## config.mk

```make
export PLATFORM = sky130hd
export DESIGN_NAME = accel_matmul_stream
export DESIGN_NICKNAME = d
export VERILOG_FILES = /design/src/rtl/accel_pkg.sv /design/src/rtl/accel_mac_unit.sv /design/src/rtl/accel_matmul_stream.sv
export SDC_FILE = /design/constraint.sdc
export NUM_CORES = 1
export LEC_CHECK = 0
export ABC_CLOCK_PERIOD_IN_PS = 21000
export CORE_MARGIN = 4
export CORE_UTILIZATION = 51
export CTS_CLUSTER_SIZE = 28
export DETAILED_ROUTE_END_ITERATION = 7
export GPL_ROUTABILITY_DRIVEN = 0
export PLACE_DENSITY = 0.69
export SYNTH_ARGS = -nofsm -noshare
export SYNTH_HDL_FRONTEND = slang
export SYNTH_SLANG_ARGS = --single-unit
```

## constraint.sdc

```tcl
create_clock -name clk -period 21 [get_ports clk]
set_input_delay 3.15 -clock clk [delete_from_list [all_inputs] [get_ports clk]]
set_output_delay 3.15 -clock clk [all_outputs]
set_load 0.02 [all_outputs]
```

## src/rtl/accel_pkg.sv

```systemverilog
// Shared types and the result clamp/truncate helper for the streaming matrix engine.
package accel_pkg;

    typedef enum logic [1:0] {
        MODE_MATMUL    = 2'b00,
        MODE_TRANSPOSE = 2'b01,
        MODE_EWMUL     = 2'b10,
        MODE_ILLEGAL   = 2'b11
    } mode_e;

    typedef enum logic [1:0] {
        S_IDLE,
        S_LOAD,
        S_CALC,
        S_OUT
    } state_e;

    localparam int ACC_MAX_W = 64;

    // Accumulators are sign-extended to ACC_MAX_W; callers keep the low w bits of the result.
    function automatic logic signed [ACC_MAX_W-1:0] sat_trunc(
        input logic signed [ACC_MAX_W-1:0] acc,
        input int                          w,
        input bit                          saturate
    );
        logic signed [ACC_MAX_W-1:0] hi;
        logic signed [ACC_MAX_W-1:0] lo;
        hi = (64'sd1 <<< (w - 1)) - 64'sd1;
        lo = -(64'sd1 <<< (w - 1));
        if (saturate && (acc > hi)) return hi;
        if (saturate && (acc < lo)) return lo;
        return acc;
    endfunction

endpackage

```

## src/rtl/accel_mac_unit.sv

```systemverilog
// Registered signed multiply-accumulate with clamp/truncate output stage.
module accel_mac_unit
    import accel_pkg::*;
#(
    parameter int N        = 2,
    parameter int W        = 16,
    parameter bit SATURATE = 1'b1
) (
    input  logic                clk,
    input  logic                rst_n,
    input  logic                clear_i,
    input  logic                en_i,
    input  logic signed [W-1:0] a_i,
    input  logic signed [W-1:0] b_i,
    output logic signed [W-1:0] res_o
);

    localparam int AW = 2 * W + $clog2(N);

    logic signed [AW-1:0]  acc_q;
    logic signed [AW-1:0]  acc_d;
    logic signed [AW-1:0]  base;
    logic signed [2*W-1:0] prod;

    // clear together with enable loads the first product directly, so no dead clear cycle
    always_comb begin
        prod  = a_i * b_i;
        base  = clear_i ? '0 : acc_q;
        acc_d = en_i ? (base + AW'(prod)) : acc_q;
        res_o = W'(sat_trunc(ACC_MAX_W'(acc_q), W, SATURATE));
    end

    always_ff @(posedge clk or negedge rst_n) begin
        if (!rst_n) acc_q <= '0;
        else        acc_q <= acc_d;
    end

endmodule

```

## src/rtl/accel_matmul_stream.sv

```systemverilog
// NxN signed matrix engine: streams A/B in, computes A*B, transpose(A) or A.*B, streams C out.
module accel_matmul_stream
    import accel_pkg::*;
#(
    parameter int N        = 2,
    parameter int W        = 16,
    parameter bit SATURATE = 1'b1
) (
    input  logic                clk,
    input  logic                rst_n,
    input  logic                start,
    input  logic [1:0]          mode,
    input  logic                in_valid,
    output logic                in_ready,
    input  logic signed [W-1:0] in_a,
    input  logic signed [W-1:0] in_b,
    output logic                out_valid,
    input  logic                out_ready,
    output logic signed [W-1:0] out_data,
    output logic                out_last,
    output logic                busy,
    output logic                done,
    output logic                err
);

    localparam int NN = N * N;
    localparam int IW = $clog2(NN);
    localparam int CW = $clog2(N);

    state_e state_q, state_d;
    mode_e  mode_q, mode_d;
    logic [IW-1:0] idx_q, idx_d;
    logic [CW-1:0] i_q, i_d, j_q, j_d, k_q, k_d;
    logic done_q, done_d, err_q, err_d;
    logic signed [W-1:0] a_q [NN];
    logic signed [W-1:0] b_q [NN];

    logic last_ij;
    logic [IW-1:0] ij_idx, ji_idx, ik_idx, kj_idx;
    logic mac_clear, mac_en;
    logic signed [W-1:0] mac_a, mac_b, mac_res;

    assign last_ij = (i_q == CW'(N - 1)) && (j_q == CW'(N - 1));
    assign ij_idx  = IW'(int'(i_q) * N + int'(j_q));
    assign ji_idx  = IW'(int'(j_q) * N + int'(i_q));
    assign ik_idx  = IW'(int'(i_q) * N + int'(k_q));
    assign kj_idx  = IW'(int'(k_q) * N + int'(j_q));

    always_comb begin
        state_d = state_q;
        mode_d  = mode_q;
        idx_d   = idx_q;
        i_d     = i_q;
        j_d     = j_q;
        k_d     = k_q;
        done_d  = 1'b0;
        err_d   = 1'b0;
        case (state_q)
            S_IDLE: begin
                if (start) begin
                    if (mode == MODE_ILLEGAL) begin
                        err_d = 1'b1;
                    end else begin
                        mode_d  = mode_e'(mode);
                        idx_d   = '0;
                        state_d = S_LOAD;
                    end
                end
            end
            S_LOAD: begin
                if (in_valid) begin
                    if (idx_q == IW'(NN - 1)) begin
                        state_d = S_CALC;
                        i_d     = '0;
                        j_d     = '0;
                        k_d     = '0;
                    end else begin
                        idx_d = idx_q + 1'b1;
                    end
                end
            end
            S_CALC: begin
                if ((mode_q == MODE_MATMUL) && (k_q != CW'(N - 1))) begin
                    k_d = k_q + 1'b1;
                end else begin
                    k_d     = '0;
                    state_d = S_OUT;
                end
            end
            S_OUT: begin
                if (out_ready) begin
                    if (last_ij) begin
                        state_d = S_IDLE;
                        done_d  = 1'b1;
                    end else begin
                        state_d = S_CALC;
                        if (j_q == CW'(N - 1)) begin
                            j_d = '0;
                            i_d = i_q + 1'b1;
                        end else begin
                            j_d = j_q + 1'b1;
                        end
                    end
                end
            end
            default: state_d = S_IDLE;
        endcase
    end

    // Operand routing into the MAC; only MATMUL keeps accumulating past its first cycle
    always_comb begin
        mac_clear = 1'b0;
        mac_en    = 1'b0;
        mac_a     = '0;
        mac_b     = '0;
        if (state_q == S_CALC) begin
            mac_en = 1'b1;
            case (mode_q)
                MODE_MATMUL: begin
                    mac_clear = (k_q == '0);
                    mac_a     = a_q[ik_idx];
                    mac_b     = b_q[kj_idx];
                end
                MODE_TRANSPOSE: begin
                    mac_clear = 1'b1;
                    mac_a     = a_q[ji_idx];
                    mac_b     = W'(1);
                end
                default: begin
                    mac_clear = 1'b1;
                    mac_a     = a_q[ij_idx];
                    mac_b     = b_q[ij_idx];
                end
            endcase
        end
    end

    always_ff @(posedge clk or negedge rst_n) begin
        if (!rst_n) begin
            state_q <= S_IDLE;
            mode_q  <= MODE_MATMUL;
            idx_q   <= '0;
            i_q     <= '0;
            j_q     <= '0;
            k_q     <= '0;
            done_q  <= 1'b0;
            err_q   <= 1'b0;
        end else begin
            state_q <= state_d;
            mode_q  <= mode_d;
            idx_q   <= idx_d;
            i_q     <= i_d;
            j_q     <= j_d;
            k_q     <= k_d;
            done_q  <= done_d;
            err_q   <= err_d;
        end
    end

    always_ff @(posedge clk or negedge rst_n) begin
        if (!rst_n) begin
            for (int n = 0; n < NN; n++) begin
                a_q[n] <= '0;
                b_q[n] <= '0;
            end
        end else if ((state_q == S_LOAD) && in_valid) begin
            a_q[idx_q] <= in_a;
            b_q[idx_q] <= in_b;
        end
    end

    accel_mac_unit #(
        .N        (N),
        .W        (W),
        .SATURATE (SATURATE)
    ) u_mac (
        .clk     (clk),
        .rst_n   (rst_n),
        .clear_i (mac_clear),
        .en_i    (mac_en),
        .a_i     (mac_a),
        .b_i     (mac_b),
        .res_o   (mac_res)
    );

    assign in_ready  = (state_q == S_LOAD);
    assign out_valid = (state_q == S_OUT);
    assign out_data  = out_valid ? mac_res : '0;
    assign out_last  = out_valid && last_ij;
    assign busy      = (state_q != S_IDLE);
    assign done      = done_q;
    assign err       = err_q;

endmodule

```

==> results.sh <==
export IMPL_status="finished clean"
export IMPL_crit_path_end_kind="flop"
export IMPL_cts_setup_buffers=0
export IMPL_yosys_warnings=0
export IMPL_cp_max_fo=36
export IMPL_top_layer="met4"
export IMPL_cts_root_buf="clkbuf_16"
export IMPL_dieWidth_um=204
export IMPL_fin_nets=2413
export IMPL_synth_avg_cell_area_um2=10.1
export IMPL_grt_antenna_before_repair=0
export IMPL_drt_pass1_iter_count=5
export IMPL_clock_path_buffers=2
export IMPL_drv_slew=0
export IMPL_grt_max_degree=101
export IMPL_cts_resized=0
export IMPL_yosysMostFrequentCell="inv_1"
export IMPL_core_area_um2=37800
export IMPL_max_freq_ghz=0.110
export IMPL_ios=61
export IMPL_ctsHoldBuffers=0
export IMPL_grt_pass1_wl_um=81500
export IMPL_layout_min_cycle_time_ps=9110
export IMPL_grt_pass1_vias=14900
export IMPL_crit_required_ps=21390
export IMPL_dieHeight_um=204
export IMPL_synth_main_ff_cell="dfrtp_1"
export IMPL_hold_viol=0
export IMPL_synth_edf_count=0
export IMPL_post_route_drc_count=0
export IMPL_drt_initial_drc_count=1036
export IMPL_ys_ff_latch=172
export IMPL_row_count=71
export IMPL_async_flop_share_pct=100
export IMPL_wl_met3_um=3230
export IMPL_dp_hpwl_um=38900
export IMPL_insertion_delay_ps=460
export IMPL_overflow=0
export IMPL_syn2layout_area_growth_pct=9.02
export IMPL_drt_wirelength_per_cell_um=20.0
export IMPL_yosysTopAreaCell="fa_1"
export IMPL_arrival_ps=9500
export IMPL_tightest_slew_ps=1280
export IMPL_cap_violations=0
export IMPL_die_area_um2=41500
export IMPL_cts_buffers=17
export IMPL_synth_top_area_share_pct=30.7
export IMPL_cts_tree="done"
export IMPL_antenna_cells=0
export IMPL_vias=13900
export IMPL_netlist_area_um2=19500
export IMPL_timing_hold_ws_ps=504
export IMPL_cts_sink_count=172
export IMPL_finalCritPeriodShare_pct=43.4
export IMPL_setup_violations=0
export IMPL_synth_top_cells_by_count="366 x inv_1, 299 x fa_1, 184 x nor2_1"
export IMPL_drtAntennaViolNets=0
export IMPL_final_layout_size_suffix_gt1_share_pct=12.4
export IMPL_port_buffers=60
export IMPL_initial_core_util_pct=51.7
export IMPL_grtUsageTotal_pct=25.2
export IMPL_synthCells=1938
export IMPL_synth_seq_area_share_pct=22.0
export IMPL_met2WireLength_um=23900
export IMPL_rsz0062_at_grt="false"
export IMPL_drt_wl_total_um=49900
export IMPL_cp_start_kind="flop"
export IMPL_avgViaCountPerCell=5.57
export IMPL_synth_cell_types=60
export IMPL_critPathKind="flop to flop"
export IMPL_tns_ps=0
export IMPL_cts_clk_slew_worst_paths_ps=70
export IMPL_wl_met1_um=21100
export IMPL_cts_max_level=4
export IMPL_relSlewSlack_pct=14.3
export IMPL_worstHoldPathType="flop to flop"
export IMPL_synth_top_cells_by_area="fa_1 31%, dfrtp_1 22%, mux2_2 7.6%, inv_1 7.0%, ha_1 6.7%"
export IMPL_synthesis_nets=2380
export IMPL_fin_skew_ps=20.7
through the flow:
stage / std cells / utilization [%] / setup WS (ps) / area, µm²
after global placement: 2463 / 54.8 / 12220 / 20700
after detailed placement: 2463 / 54.8 / 12030 / 20700
after CTS: 2495 / 56.4 / 11970 / 21300
after global routing: 2495 / 56.4 / 11430 / 21300
final: 2495 / 56.4 / 11890 / 21300
after floorplan: 1938 / - / 13290 / 19500
cells by family (layout without fill, tap and decap cells):
| logic type | count (synthesis) | in the layout | synth area share, % |
|---|---|---|---|
| flip-flops | 172 | 172 | 22.0 |
| adder cells (fa/ha/maj) | 403 | 403 | 37.3 |
| AND/OR/NAND/NOR | 499 | 499 | 11.7 |
| AO/OA/AOI/OAI | 179 | 179 | 6.20 |
| multiplexers | 207 | 207 | 12.5 |
| XOR/XNOR | 34 | 34 | 1.53 |
| buffers and inverters | 444 | 490 | 8.70 |
metal layers:
metal | track usage, % | vias to the layer above
li1 | - | 6208
met1 | 34.0 | 7083
met2 | 41.9 | 509
met3 | 3.83 | 98
met4 | 8.89 | 0
met5 | 0 | -
flip-flops by register name (all words and copies together) (netlist names):
name         count
mode_q           2
done             1
b_q             64
u_mac.acc_q     33
err              1
a_q             64
state_q          2
idx_q            2
j_q              1
k_q              1
i_q              1
cell usage in the layout (no fill, tap or decap), drive strengths merged, types with 16 or more instances in the layout:
master / n
mux2: 132
o21ai: 44
mux4: 16
mux2i: 59
nand2b: 21
nor2b: 47
nor2: 184
nand2: 146
o21a: 21
a21oi: 32
clkbuf: 18
xnor2: 25
clkdlybuf4s50: 59
inv: 372
or2: 19
fa: 299
buf: 33
dfrtp: 172
ha: 104
final cells by class:
class | instances | area (µm²)
fill | 3201 | 16500
multi-input combinational | 1322 | 13500
sequential | 172 | 4310
inverter | 366 | 1370
timing repair buffer | 92 | 842
tap | 511 | 639
clock buffer | 18 | 429
clock inverter | 14 | 153
critical path, cell delays in order, from the launching register on:
cell and delay, ps:
dfrtp_2 700, buf_4 540, inv_1 260, a21oi_2 170, buf_4 260, o22a_1 620
or2_2 250, inv_1 80, fa_1 600, fa_1 780, inv_1 200, fa_1 520
inv_1 60, fa_1 490, fa_1 490, inv_1 50, fa_1 500, inv_1 50
ha_1 370, and4_1 260, and4_4 260, nand2_2 60, or4_4 590, a21oi_2 190
nor3_1 80, or4_1 470, nand3_1 100
final timing paths:
| path | start | to | slack (ps) | cells after the start |
|---|---|---|---|---|
| max in group asynchronous | rst_n | j_q$_DFFE_PN0P_ | 16650 | 2 |
| min in group asynchronous | rst_n | idx_q[1]$_DFFE_PN0P_ | 2790 | 1 |
| worst min register to register | b_q[14]$_DFFE_PN0P_ | b_q[14]$_DFFE_PN0P_ | 500 | 1 |
| worst max-delay path | i_q$_DFFE_PN0P_ | u_mac.acc_q[32]$_DFFE_PN0N_ | 11890 | 26 |
| worst min-delay path | b_q[14]$_DFFE_PN0P_ | b_q[14]$_DFFE_PN0P_ | 500 | 1 |
| worst max register to register | i_q$_DFFE_PN0P_ | u_mac.acc_q[32]$_DFFE_PN0N_ | 11890 | 26 |
Power is not shown: default switching activity piles up to over one toggle a cycle in this logic, so the estimate is an artifact.
